<file path="src/rtl/cpu_defs_pkg.sv">
// Shared encodings for the multi-cycle MIPS control path: FSM states, opcodes
// and datapath select codes.
package cpu_defs;

  localparam logic [3:0] StReset    = 4'd0;
  localparam logic [3:0] StFetch    = 4'd1;
  localparam logic [3:0] StDecode   = 4'd2;
  localparam logic [3:0] StMemAddr  = 4'd3;
  localparam logic [3:0] StMemRead  = 4'd4;
  localparam logic [3:0] StMemWb    = 4'd5;
  localparam logic [3:0] StMemWrite = 4'd6;
  localparam logic [3:0] StRExec    = 4'd7;
  localparam logic [3:0] StRWb      = 4'd8;
  localparam logic [3:0] StBranch   = 4'd9;
  localparam logic [3:0] StJump     = 4'd10;
  localparam logic [3:0] StIExec    = 4'd11;
  localparam logic [3:0] StIWb      = 4'd12;

  localparam logic [5:0] OpRtype = 6'b000000;
  localparam logic [5:0] OpLw    = 6'b100011;
  localparam logic [5:0] OpSw    = 6'b101011;
  localparam logic [5:0] OpBeq   = 6'b000100;
  localparam logic [5:0] OpAddi  = 6'b001000;
  localparam logic [5:0] OpJ     = 6'b000010;

  localparam logic [3:0] AluAdd   = 4'b0000;
  localparam logic [3:0] AluSub   = 4'b0001;
  localparam logic [3:0] AluFunct = 4'b0010;

  localparam logic [1:0] SrcBRt     = 2'b00;
  localparam logic [1:0] SrcBFour   = 2'b01;
  localparam logic [1:0] SrcBImm    = 2'b10;
  localparam logic [1:0] SrcBImmSh2 = 2'b11;

  localparam logic [1:0] PcSrcAlu    = 2'b00;
  localparam logic [1:0] PcSrcAluOut = 2'b01;
  localparam logic [1:0] PcSrcJump   = 2'b10;

endpackage

</file>
<file path="src/rtl/instr_counter.sv">
// Retired-instruction counter; synchronous active-low clear, wraps naturally.
module instr_counter #(
  parameter int unsigned CNT_W = 32
) (
  input  logic             clk,
  input  logic             clr,
  input  logic             inc,
  output logic [CNT_W-1:0] count
);

  logic [CNT_W-1:0] count_q, count_d;

  always_comb begin
    count_d = count_q;
    if (inc) count_d = count_q + 1'b1;
  end

  always_ff @(posedge clk) begin
    if (!clr) count_q <= '0;
    else      count_q <= count_d;
  end

  assign count = count_q;

endmodule

</file>
<file path="src/rtl/multicycle_control.sv">
// Moore sequencer for the multi-cycle MIPS datapath: walks each instruction through
// fetch/decode/execute/memory/write-back, stalling on mem_ready, and counts retirements.
module multicycle_control
  import cpu_defs::*;
#(
  parameter int unsigned CNT_W = 32
) (
  input  logic             clk,
  input  logic             clr,
  input  logic [5:0]       op,
  input  logic             alu_zero,
  input  logic             mem_ready,
  output logic             pc_en,
  output logic [1:0]       pc_src,
  output logic             iord,
  output logic             mem_read,
  output logic             mem_write,
  output logic             ir_write,
  output logic             reg_dest,
  output logic             mem_to_reg,
  output logic             reg_write,
  output logic             alu_src_a,
  output logic [1:0]       alu_src_b,
  output logic [3:0]       alu_ctrl,
  output logic             retire,
  output logic             illegal,
  output logic [CNT_W-1:0] instr_count
);

  logic [3:0] state_q, state_d;

  always_ff @(posedge clk) begin
    if (!clr) state_q <= StReset;
    else      state_q <= state_d;
  end

  always_comb begin
    state_d    = state_q;
    pc_en      = 1'b0;
    pc_src     = PcSrcAlu;
    iord       = 1'b0;
    mem_read   = 1'b0;
    mem_write  = 1'b0;
    ir_write   = 1'b0;
    reg_dest   = 1'b0;
    mem_to_reg = 1'b0;
    reg_write  = 1'b0;
    alu_src_a  = 1'b0;
    alu_src_b  = SrcBRt;
    alu_ctrl   = AluAdd;
    retire     = 1'b0;
    illegal    = 1'b0;

    case (state_q)
      StReset: state_d = StFetch;
      StFetch: begin
        mem_read  = 1'b1;
        alu_src_b = SrcBFour;
        ir_write  = mem_ready;
        pc_en     = mem_ready;
        if (mem_ready) state_d = StDecode;
      end
      StDecode: begin
        // Branch target is computed speculatively here for BRANCH to use from ALUOut.
        alu_src_b = SrcBImmSh2;
        case (op)
          OpLw, OpSw: state_d = StMemAddr;
          OpRtype:    state_d = StRExec;
          OpBeq:      state_d = StBranch;
          OpAddi:     state_d = StIExec;
          OpJ:        state_d = StJump;
          default: begin
            illegal = 1'b1;
            state_d = StFetch;
          end
        endcase
      end
      StMemAddr: begin
        alu_src_a = 1'b1;
        alu_src_b = SrcBImm;
        state_d   = (op == OpSw) ? StMemWrite : StMemRead;
      end
      StMemRead: begin
        mem_read = 1'b1;
        iord     = 1'b1;
        if (mem_ready) state_d = StMemWb;
      end
      StMemWb: begin
        reg_write  = 1'b1;
        mem_to_reg = 1'b1;
        retire     = 1'b1;
        state_d    = StFetch;
      end
      StMemWrite: begin
        mem_write = 1'b1;
        iord      = 1'b1;
        if (mem_ready) begin
          retire  = 1'b1;
          state_d = StFetch;
        end
      end
      StRExec: begin
        alu_src_a = 1'b1;
        alu_ctrl  = AluFunct;
        state_d   = StRWb;
      end
      StRWb: begin
        reg_write = 1'b1;
        reg_dest  = 1'b1;
        retire    = 1'b1;
        state_d   = StFetch;
      end
      StBranch: begin
        alu_src_a = 1'b1;
        alu_ctrl  = AluSub;
        pc_src    = PcSrcAluOut;
        pc_en     = alu_zero;
        retire    = 1'b1;
        state_d   = StFetch;
      end
      StJump: begin
        pc_src  = PcSrcJump;
        pc_en   = 1'b1;
        retire  = 1'b1;
        state_d = StFetch;
      end
      StIExec: begin
        alu_src_a = 1'b1;
        alu_src_b = SrcBImm;
        state_d   = StIWb;
      end
      StIWb: begin
        reg_write = 1'b1;
        retire    = 1'b1;
        state_d   = StFetch;
      end
      default: state_d = StReset;
    endcase
  end

  instr_counter #(
    .CNT_W (CNT_W)
  ) u_instr_counter (
    .clk   (clk),
    .clr   (clr),
    .inc   (retire),
    .count (instr_count)
  );

endmodule

</file>
<file path="config.mk">
export PLATFORM = sky130hd
export DESIGN_NAME = multicycle_control
export DESIGN_NICKNAME = d
export VERILOG_FILES = /design/src/rtl/cpu_defs_pkg.sv /design/src/rtl/instr_counter.sv /design/src/rtl/multicycle_control.sv
export SDC_FILE = /design/constraint.sdc
export NUM_CORES = 1
export LEC_CHECK = 0
export BUFFER_PORTS_ARGS = -buffer_cell sky130_fd_sc_hd__buf_2
export CAP_MARGIN = 20
export CORE_MARGIN = 8
export CORE_UTILIZATION = 48
export CTS_CLUSTER_DIAMETER = 120
export DETAILED_ROUTE_END_ITERATION = 10
export GPL_TIMING_DRIVEN = 0
export PLACE_DENSITY = 0.71
export SKIP_LAST_GASP = 1
export SYNTH_ARGS = -nofsm -noshare
export SYNTH_HDL_FRONTEND = slang
export SYNTH_SLANG_ARGS = --single-unit
</file>
<file path="constraint.sdc">
create_clock -name clk -period 3.2 [get_ports clk]
set_input_delay 0.32 -clock clk [delete_from_list [all_inputs] [get_ports clk]]
set_output_delay 0.32 -clock clk [all_outputs]
set_load 0.1 [all_outputs]
</file>
# Word level (Yosys, flattened, before mapping)
# Cells that the tools add are included.
[word_totals] wordCells=57 regBits=36 out_inout_bits=51 in_bits=10
[classes] add_sub_neg=1 reduce_logical=12 n_mux=22 eq_ne=20
[ops] op="32-bit by 1-bit adder with 32-bit output, second input constant" count=1
[ops] op="4-bit case mux with 8 select lines" count=1
[ops] op="4-bit equality test, second input constant" count=5
[ops] op="4-bit case mux with 5 select lines" count=1
[ops] op="4-bit by 3-bit equality test with 1-bit output, second input constant" count=4
[ops] op="6-bit equality test, second input constant" count=2
[ops] op="4-bit 2-to-1 mux" count=3
[ops] op="6-bit OR reduction" count=2
[ops] op="1-bit 2-to-1 mux" count=11
[ops] op="4-bit by 2-bit equality test with 1-bit output, second input constant" count=2
[ops] op="2-bit case mux with 2 select lines" count=2
[ops] op="2-bit OR reduction" count=4
[ops] op="6-bit by 2-bit equality test with 1-bit output, second input constant" count=1
[ops] op="6-bit by 3-bit equality test with 1-bit output, second input constant" count=1
[ops] op="6-bit by 4-bit equality test with 1-bit output, second input constant" count=1
[ops] op="6-bit zero test" count=1
[ops] op="2-bit != test, second input constant" count=3
[ops] op="2-bit case mux with 3 select lines" count=1
[ops] op="5-bit OR reduction" count=1
[ops] op="4-bit by 1-bit equality test with 1-bit output, second input constant" count=1
[ops] op="4-bit zero test" count=1
[ops] op="4-bit OR reduction" count=1
[ops] op="1-bit case mux with 3 select lines" count=1
[ops] op="3-bit AND reduction" count=1
[ops] op="3 further kinds" count=3

# Depth between registers and ports, before layout
# Gate-level depths: netlist of the first run.
[depth] word_depth=4 depth_mapped=6 ltp_nobuf=4

# Cells and area by module
# Synthesis of the first run repeated with hierarchy kept, for this count alone.
[unflattened] cells_unflattened=260 area_unflattened_um2=2109.5
[modules_own_cells] mod="instr_counter" instances=1 cells_each=176 area_each_um2=1562.7 seq_area_each_um2=640.6
[modules_own_cells] mod="multicycle_control" instances=1 cells_each=84 area_each_um2=546.8 seq_area_each_um2=80.1

# Worst setup path before layout of the first run
# Ideal clock, no wire load.
[synth_timing] path_type="register to output" startpoint="register state_q[0]" endpoint="output illegal" setup_slack_ns=-0.236 arrival_time_ns=3.116 path_buffers=1 stages_incl_launch_ff=4 t_required_ns=2.880 cell_sequence="dfxtp_1 > buf_4 > or4b_2 > nor3_1"
[synth_via] elab_chain_cells=2
[synth_rtl] element="start: declaration" line="multicycle_control.sv:30" rtl="logic [3:0] state_q, state_d;"
[synth_rtl] element="start signal: assignment" line="multicycle_control.sv:33" rtl="if (!clr) state_q <= StReset;"
[synth_rtl] element="start signal: assignment" line="multicycle_control.sv:34" rtl="else state_q <= state_d;"
[synth_rtl] element="4-bit by 2-bit equality test with 1-bit output" line="multicycle_control.sv:54" rtl="case (state_q)"
[synth_rtl] element="1-bit 2-to-1 mux" line="multicycle_control.sv:54"
[synth_rtl] element="end: declaration" line="multicycle_control.sv:26" rtl="output logic illegal,"
# No other way between the ends.

# Final worst setup path of the first run
[layout_timing] startpoint="register state_q[3]" endpoint="output pc_en"
[layout_via] elab_chain_cells=2 elab_cells_between_ends=4 cone_classes="eq/ne: 3; mux: 1"
[layout_rtl] element="4-bit equality test or 4-bit by 1-bit equality test with 1-bit output (tied branches)" line="multicycle_control.sv:54"
[layout_rtl] element="1-bit case mux with 3 select lines (*)" line="multicycle_control.sv:54"
[layout_rtl] element="end: declaration" line="multicycle_control.sv:13" rtl="output logic pc_en,"
# Every way passes the cells marked *; elsewhere a longest branch is shown, timed or not.

==> metrics.cfg, run 1 <==
[floorplan]
design.core.area_um2 = 5040
die_w_um = 87.8
rows = 26
start_util = 0.491
die-area_um2 = 7720
pin_count = 61
dieHeight_um = 87.8

[critical_path]
start_kind = flip-flop
crit_type = flip-flop to primary output
end_kind = primary output
cp_max_fo = 10
crit_arrival_ns = 2.12
required_ns = 2.88

[placement]
placed_cell_area_um2 = 2870
gp_congestion = 0.814
io_buffers = 57
place_hpwl_mm = 4.92

[global_route]
grt_pass1_vias = 2313
antenna_found_initial = 0
grt_first_pass_wirelength_mm = 11.0
grt_usage = 0.175
grt_overflow = 0
grt_max_degree = 12

[timing]
final_max_slew_viol_count = 0
fin_crit_ns = 2.44
holdWs_ns = 0.352
relSlewSlack = 0.629
rsz0062_at_grt = false
setup_tns_ns = 0
period_share = 0.764
worst_slew_pin_slew_ns = 0.542
hold_violations = 0
skew_ns = 0.00817
fmax_mhz = 409
setup_viol = 0

[synth]
ys_warn_count = 0
yosys.area_share.simple = 0.315
yosysMostFrequentCell = nand2_1
synth_top_area_cell = dfxtp_1
synth_area_um2 = 2480
synthTopCellsByArea = dfxtp_1, mux2i_1, nand2b_1
synth_top_area_share = 0.291
synth_ff_type = dfxtp_1
synth-seq-area-share = 0.291
synth_top_family_by_area = simple AND/OR/NAND/NOR gates
synth-edff-count = 0
muxShareOfSynthArea = 0.113
syn_area_per_cell_um2 = 8.15
synth_cell_types = 54
synth_compound_area_frac = 0.207
ys_async_sr_fraction = 0
netlist_top_cells_count = nand2_1, dfxtp_1, nand2b_1
ys_seq_elements = 36
synth_xor_area_frac = 0.00354
synthCells = 304
synthAdderAreaFrac = 0.00960

[clock_network]
cts_tree = yes
insertion_delay_ns = 0.29
root_buffer = clkbuf_8
cts_buffers = 5
post_cts_buffers = 0
cts.path.max_buffers = 2
clk_pin_slew_worst_paths_ns = 0.07
cts_sinks = 36
hold_buffers = 0
ctsResizeCount = 0
htree_num_levels = 2

[power]
power_frac_seq = 0.434
switching_share = 0.270
p_switching_mw = 0.282
internal_power_mw = 0.760
power_frac_clock = 0.423
pwr-share-comb = 0.143
finalPower_mw = 1.04
pwr_density_cell_nw_per_um2 = 348
p_leak_nw = 1.21
peakVddDrop_uv = 309

[drt]
wire_per_inst_um = 14.9
drtIter0Drc = 122
firstDrtPassIters = 4
detail_route.vias_per_cell = 5.58
ant_nets = 0
wirelength_mm = 6.55
drcViolationCount = 0
via_count = 2453

[status]
status = finished, final reports clean

[layout]
nets = 380
fin_util = 0.594
diodes = 0
fin_area_um2 = 3000
area_delta_synth_final_pct = 20.9
layout-drive-gt1-share = 0.259

[run]
drv_cap = 0

[min_path]
hold_class = input port to flip-flop

## layout make-up
cell class              instances  area [um^2]
inverters                       6         22.5
fillers                       483         2050
multi-input cells             239         1630
plain buffers                  24          125
clock buffers                   7         96.3
well taps                      70         87.6
repair buffers                 57          285
flip-flops and latches         36          721
clock inverters                 1         30.0
## routing by layer
layer	GRT usage	vias up	share of wire
li1	-	1234	-
met1	0.227	1143	0.46
met2	0.278	70	0.46
met3	0.0422	6	0.073
met4	0.0500	0	0.0075
met5	0	-	0
## kinds of logic (layout without fill, tap and decap cells)
kind of cell               count (synthesis)  after routing
xor gates and xnor gates                   1              1
muxes                                     28             28
and+or+nand+nor                          145            145
DFF                                       36             36
AOI/OAI and AO/OA                         61             61
buffers and inverters                     30             95
adders and majority gates                  2              2
other                                      1              2
## power groups by stage
stage	registers [mW]	logic [mW]	clock network, mW
5_1_grt	0.452	0.159	0.472
4_1_cts	0.452	0.149	0.454
2_1_floorplan	0.463	0.118	0
3_3_place_gp	0.462	0.148	0
6_report	0.452	0.149	0.441
3_5_place_dp	0.462	0.149	0
## worst max-delay path, cell delays in order (launching register included)
cell,delay [ns]
dfxtp_1,0.49
clkbuf_1,0.39
nor2_1,0.17
and3_1,0.23
a211o_1,0.26
buf_2,0.29
## registers in the layout (all words and copies together) (netlist names)
name,flops
state_q,4
u_instr_counter.count,32
## cell usage in the layout (no fill, tap or decap), types with 2 or more instances in the layout
cell type,count
a2111oi_0,5
a2111oi_2,8
a211o_1,2
a211oi_1,5
a21boi_0,2
a21boi_1,2
a21o_1,3
a21oi_1,16
a22o_1,2
and2_1,2
and3_1,7
and4_1,4
buf_2,64
buf_4,3
buf_6,2
clkbuf_1,11
clkbuf_8,7
conb_1,2
dfxtp_1,36
inv_1,6
mux2i_1,28
nand2_1,47
nand2b_1,32
nand3_1,13
nand4_1,8
nor2_1,13
nor3_1,5
o211ai_1,2
o21ai_0,3
## path summary, 6_finish.rpt
check	slack (ns)	start	depth (start not counted)	endpoint
max	0.76	state_q[3]	5	pc_en
min	0.35	clr	3	u_instr_counter.count[15]
max reg2reg	1.14	state_q[2]	5	u_instr_counter.count[12]
min reg2reg	0.48	u_instr_counter.count[28]	2	u_instr_counter.count[28]
## stage by stage
stage	setup slack, ns	std cells
after floorplan	0.135	305
after global placement	1.09	432
after detailed placement	1.09	432
after CTS	0.757	440
after global routing	0.588	440
final	0.755	440
(Power assumes the default switching activity.)
==> inputs of run 2 (changes only) <==
PLACE_DENSITY = 0.74   (was 0.71)
clock period = 2.1 ns   (was 3.2 ns; I/O delays follow)
==> run 2 against run 1 <==
- via count is 1.3% lower
- first-iteration DRC count is 8.2% higher
- total power is 36% higher
- core utilization is 1.4 points higher
- setup slack worse by 0.70 ns
- flip-flop and latch count stayed put
- sequential share of layout area is 0.54 points higher
- combinational power is 60% higher
- critical path type unchanged
- largest power group unchanged
==> metrics.cfg, run 2 (synthesized netlist as in run 1, its figures left out) <==
[status]
status = finished, final reports clean

[floorplan]
pin_count = 61  ; unchanged
design.core.area_um2 = 5040  ; unchanged
start_util = 0.491  ; unchanged
dieHeight_um = 87.8  ; unchanged
die_w_um = 87.8  ; unchanged
rows = 26  ; unchanged
die-area_um2 = 7720  ; unchanged

[global_route]
grt_usage = 0.170  ; -0.00464
grt_overflow = 0  ; unchanged
grt_first_pass_wirelength_mm = 10.6  ; -3.1%
grt_max_degree = 12  ; unchanged
antenna_found_initial = 0  ; unchanged
grt_pass1_vias = 2336  ; +0.99%

[timing]
skew_ns = 0.00873  ; +0.000558 ns
hold_violations = 0  ; unchanged
period_share = 0.973
fmax_mhz = 489
fin_crit_ns = 2.04
rsz0062_at_grt = false
setup_viol = 0  ; unchanged
relSlewSlack = 0.585  ; -0.0437
final_max_slew_viol_count = 0  ; unchanged
worst_slew_pin_slew_ns = 0.619  ; +0.0768 ns

[power]
p_leak_nw = 1.22  ; +0.46%
peakVddDrop_uv = 488  ; +58%
pwr_density_cell_nw_per_um2 = 463  ; +33%
finalPower_mw = 1.42  ; +36%

[clock_network]
cts_tree = yes
htree_num_levels = 2  ; unchanged
cts.path.max_buffers = 2  ; unchanged
root_buffer = clkbuf_8
post_cts_buffers = 0  ; unchanged
clk_pin_slew_worst_paths_ns = 0.07  ; about the same
cts_sinks = 36  ; unchanged
cts_buffers = 5  ; unchanged
insertion_delay_ns = 0.29  ; about the same

[critical_path]
cp_max_fo = 10  ; unchanged
critPathSlowestCell = or4b_2
r2r_slack_ns = 0.10  ; -1.04 ns
r2r_end = u_instr_counter.count[30]
crit_path_max_incr_delay_ns = 0.64  ; +0.15 ns
cp_top_family = simple AND/OR/NAND/NOR gates
crit_type = flip-flop to primary output
start_kind = flip-flop
critPathBufInv = 2  ; unchanged
crit_top_cell = buf_4
rr_startpoint = state_q[0]
rr_worst_depth = 6  ; +1
end_kind = primary output
crit_arrival_ns = 1.83  ; -0.29 ns
path_cells = buf_4 > or4b_2 > nor3_2 > buf_4
required_ns = 1.89  ; -0.99 ns

[layout]
layout_commonest_cell = buf_2
fillCellCount = 462  ; -4.3%
multi_input_area_um2 = 1680  ; +3.5%
largest_reg_flops = 32  ; unchanged
nets = 380  ; unchanged
area_delta_synth_final_pct = 23.8
diodes = 0  ; unchanged
layout-drive-gt1-share = 0.365  ; +0.105
fin_util = 0.608  ; +0.0141
layout_common_cells = buf_2, nand2_1, nand2b_1, mux2i_1, dfxtp_2
seq_area_um2 = 754  ; +4.7%

[min_path]
holdPathEnd = u_instr_counter.count[15]
hold_class = input port to flip-flop
hold_depth = 3  ; unchanged
min_from = clr

[run]
drv_cap = 0  ; unchanged

[drt]
detail_route.vias_per_cell = 5.50  ; -1.3%
wire_per_inst_um = 14.7  ; -1.3%
wirelength_mm = 6.47  ; -1.3%
drcViolationCount = 0  ; unchanged
firstDrtPassIters = 4  ; unchanged
via_count = 2422  ; -1.3%
ant_nets = 0  ; unchanged
drtIter0Drc = 132  ; +8.2%

[placement]
place_hpwl_mm = 4.93  ; +0.15%
gp_congestion = 0.826  ; +1.6%
io_buffers = 57  ; unchanged

run 2: worst max path at each step:
stage,slack [ns],start,to,depth (start not counted)
2_1_floorplan,-0.42,state_q[1],alu_src_a,4
3_3_place_gp,-0.03,state_q[3],pc_en,5
3_5_place_dp,-0.05,state_q[3],pc_en,5
4_1_cts,-0.04,state_q[2],pc_en,5
5_1_grt,0.003,state_q[0],u_instr_counter.count[12],6
6_report,0.06,state_q[0],illegal,4
run 2: where the power goes:
group          total, mW  leakage (nW)  switching [mW]  internal [mW]
Clock              0.493        0.0424           0.256          0.237
Combinational      0.239         0.871           0.178         0.0611
Sequential         0.688         0.304         0.00290          0.685
Total               1.42          1.22           0.436          0.983
run 2: layout make-up:
class,instances,area share
buffer,24,0.0441
clock inverter,1,0.00286
tap,70,0.0286
multi-input combinational,239,0.549
sequential,36,0.246
clock buffer,7,0.0249
timing repair buffer,57,0.0971
inverter,6,0.00734
run 2: what timing repair did:
| action | 4_1_cts | 5_1_grt |
|---|---|---|
| setup endpoints to repair | 10 | 9 |
| pin swaps | 0 | 1 |
| hold buffers | 0 | 0 |
| gates resized for setup | 7 | 11 |
run 2: worst reg2reg max path: cells and delay by family, from the launching register on:
| kind | cells | cell delay (ns) |
|---|---|---|
| AOI/OAI and AO/OA | 2 | 0.72 |
| and+or+nand+nor | 1 | 0.20 |
| DFF | 1 | 0.35 |
| buffers and inverters | 2 | 0.47 |
| muxes | 1 | 0.22 |
run 2: routing by layer:
| layer | vias up | GRT usage | part of all wire |
|---|---|---|---|
| met4 | 0 | 0.0344 | 0.0065 |
| met1 | 1135 | 0.218 | 0.47 |
| li1 | 1223 | - | - |
| met2 | 58 | 0.281 | 0.47 |
| met3 | 6 | 0.0403 | 0.057 |
| met5 | - | 0 | 0 |
run 2: through the flow:
stage / cell area [um^2] / TNS, ns / hold WS, ns / instances / setup WS, ns
2_1_floorplan: 2580 / -1.33 / 0.358 / 305 / -0.425
3_3_place_gp: 2960 / -0.0528 / 0.450 / 432 / -0.0271
3_5_place_dp: 2960 / -0.0620 / 0.462 / 432 / -0.0474
4_1_cts: 3060 / -0.0404 / 0.225 / 440 / -0.0404
5_1_grt: 3070 / 0 / 0.257 / 440 / 0.00285
6_report: 3070 / 0 / 0.229 / 440 / 0.0566
==> inputs of run 3 (changes only) <==
ABC_AREA = 1   (was unset)
==> run 3 against run 2 <==
- largest cell class unchanged
- critical path depth did not move
- hold slack got worse by 0.022 ns
- final area fell by 2.0%
==> metrics.cfg, run 3 <==
[critical_path]
start_kind = flip-flop
cp_max_fo = 6  ; -4
rr_startpoint = u_instr_counter.count[0]
required_ns = 1.89  ; about the same
crit_arrival_ns = 1.72  ; -0.11 ns
crit_type = flip-flop to primary output
startpoint = state_q[3]
critPathSlowestCell = buf_2
end_kind = primary output
crit_path_max_incr_delay_ns = 0.44  ; -0.20 ns
rr_worst_depth = 8  ; +2
path_cells = nor2_1 > nand3_1 > nor3_2 > buf_2

[drt]
via_count = 2819  ; +16%
wirelength_mm = 7.05  ; +8.9%
detail_route.vias_per_cell = 4.96  ; -9.8%
drtIter0Drc = 168  ; +27%
drcViolationCount = 0  ; unchanged
wire_per_inst_um = 12.4  ; -16%
ant_nets = 0  ; unchanged
firstDrtPassIters = 5  ; +1

[synth]
synth_cell_types = 28  ; -48%
synth-edff-count = 0  ; unchanged
synth_top_area_cell = dfxtp_1
ys_warn_count = 0  ; unchanged
synth_top_area_share = 0.290  ; -0.000879
synth_ff_type = dfxtp_1
ys_seq_elements = 36  ; unchanged
synth-seq-area-share = 0.290  ; -0.000879
yosysMostFrequentCell = nand2_1
syn_area_per_cell_um2 = 5.75  ; -29%
synthCells = 432  ; +42%
synthTopCellsByArea = dfxtp_1, nand2_1, nor2_1
netlist_top_cells_count = nand2_1, nor2_1, dfxtp_1
synth_area_um2 = 2480  ; +0.30%
ys_async_sr_fraction = 0  ; unchanged

[clock_network]
root_buffer = clkbuf_8
insertion_delay_ns = 0.29  ; about the same
cts_buffers = 5  ; unchanged
htree_num_levels = 2  ; unchanged
hold_buffers = 0  ; unchanged
clk_pin_slew_worst_paths_ns = 0.07  ; about the same
cts_sinks = 36  ; unchanged
cts_tree = yes
cts.path.max_buffers = 2  ; unchanged

[global_route]
grt_first_pass_wirelength_mm = 11.9  ; +12%
grt_overflow = 0  ; unchanged
grt_max_degree = 12  ; unchanged
grt_pass1_vias = 2606  ; +12%
antenna_found_initial = 0  ; unchanged
grt_usage = 0.192  ; +0.0220

[timing]
hold_violations = 0  ; unchanged
relSlewSlack = 0.666  ; +0.0807
holdWs_ns = 0.207  ; -0.0220 ns
rsz0062_at_grt = false
setup_viol = 0  ; unchanged
fin_crit_ns = 1.93  ; -0.109 ns
skew_ns = 0.00634  ; -0.00239 ns
fmax_mhz = 517  ; +5.6%
period_share = 0.921  ; -0.0520
setup_tns_ns = 0  ; unchanged
final_max_slew_viol_count = 0  ; unchanged
worst_slew_pin_slew_ns = 0.501  ; -0.118 ns

[floorplan]
rows = 26  ; unchanged
start_util = 0.493  ; +0.00149
die_w_um = 88.0  ; +0.13%
pin_count = 61  ; unchanged
dieHeight_um = 88.0  ; +0.13%
die-area_um2 = 7740  ; +0.25%
design.core.area_um2 = 5040  ; unchanged

[layout]
diodes = 0  ; unchanged
layout-drive-gt1-share = 0.209  ; -0.156
area_delta_synth_final_pct = 21.0
nets = 508  ; +34%
finalNonFillerCells = 568  ; +29%
layout_common_cells = nand2_1, nor2_1, buf_2, inv_1, dfxtp_1
largest_reg_flops = 32  ; unchanged
layout_commonest_cell = nand2_1

[placement]
gp_congestion = 0.949  ; +15%
io_buffers = 58  ; +1.8%
dp_cells = 561  ; +30%
place_hpwl_mm = 5.69  ; +15%

[min_path]
hold_class = input port to flip-flop
hold_depth = 3  ; unchanged
min_from = clr

[power]
p_leak_nw = 1.35  ; +11%
finalPower_mw = 1.55  ; +9.1%
peakVddDrop_uv = 401  ; -18%
pwr_density_cell_nw_per_um2 = 515  ; +11%

[run]
drv_cap = 0  ; unchanged

[status]
status = finished, final reports clean

## run 3: cell count changes after synthesis, moves of 13 or more
| cell | previous run | this run |
|---|---|---|
| nand2b_1 | 32 | 0 |
| nand2_1 | 47 | 163 |
| inv_1 | 6 | 35 |
| mux2i_1 | 28 | 0 |
| a21oi_1 | 16 | 29 |
| nor2_1 | 13 | 78 |
## run 3: path summary, 6_finish.rpt
check	slack, ns	end
max	0.17	illegal
min	0.21	u_instr_counter.count[0]
max reg2reg	0.40	u_instr_counter.count[22]
min reg2reg	0.45	u_instr_counter.count[0]
## run 3: worst max-delay path, delay by kind of cell (launching register included)
| family | cells | cell delay, ns |
|---|---|---|
| buf+inv | 1 | 0.44 |
| flops | 1 | 0.34 |
| simple gates | 3 | 0.65 |
## run 3: where the power goes
| group | internal [mW] | leakage [nW] | switching [mW] |
|---|---|---|---|
| Clock | 0.262 | 0.0510 | 0.258 |
| Sequential | 0.689 | 0.292 | 0.00952 |
| Combinational | 0.0604 | 1.00 | 0.271 |
| Total | 1.01 | 1.35 | 0.538 |
## run 3: metal layers
layer	share of wire	up-vias	global-route usage
li1	-	1474	-
met1	0.44	1233	0.229
met2	0.47	101	0.331
met3	0.071	11	0.0413
met4	0.019	0	0.0625
met5	0	-	0
## run 3: through the flow
| stage | setup WS (ns) | util | cell area (um^2) |
|---|---|---|---|
| 2_1_floorplan | -0.0814 | - | 2530 |
| 3_3_place_gp | 0.242 | 0.577 | 2910 |
| 3_5_place_dp | 0.236 | 0.577 | 2910 |
| 4_1_cts | 0.0450 | 0.596 | 3010 |
| 5_1_grt | 0.0278 | 0.596 | 3010 |
| 6_report | 0.166 | 0.596 | 3010 |
## run 3: cell type report
| cell class | count | area, um^2 |
|---|---|---|
| inverters | 40 | 150 |
| clock inverters | 2 | 10.0 |
| plain buffers | 10 | 62.6 |
| well taps | 70 | 87.6 |
| multi-input cells | 346 | 1590 |
| clock buffers | 6 | 82.6 |
| flip-flops and latches | 36 | 726 |
| repair buffers | 58 | 299 |
| fillers | 527 | 2040 |
## run 3: repair_timing
action | 4_1_cts | 5_1_grt
setup buffers | 0 | 0
gates resized for setup | 1 | 2
setup endpoints to repair | 1 | 2
pin swaps | 0 | 0
## run 3: cells by family (layout without fill, tap and decap cells)
logic type,Yosys count,in the layout,synth area share
AND/OR/NAND/NOR,291,291,0.497
buffers and inverters,51,116,0.0876
AO/OA/AOI/OAI,45,45,0.0937
flip-flops,36,36,0.290
XOR/XNOR,7,7,0.0247
adder cells (fa/ha/maj),1,1,0.00503
other,1,2,0.00151
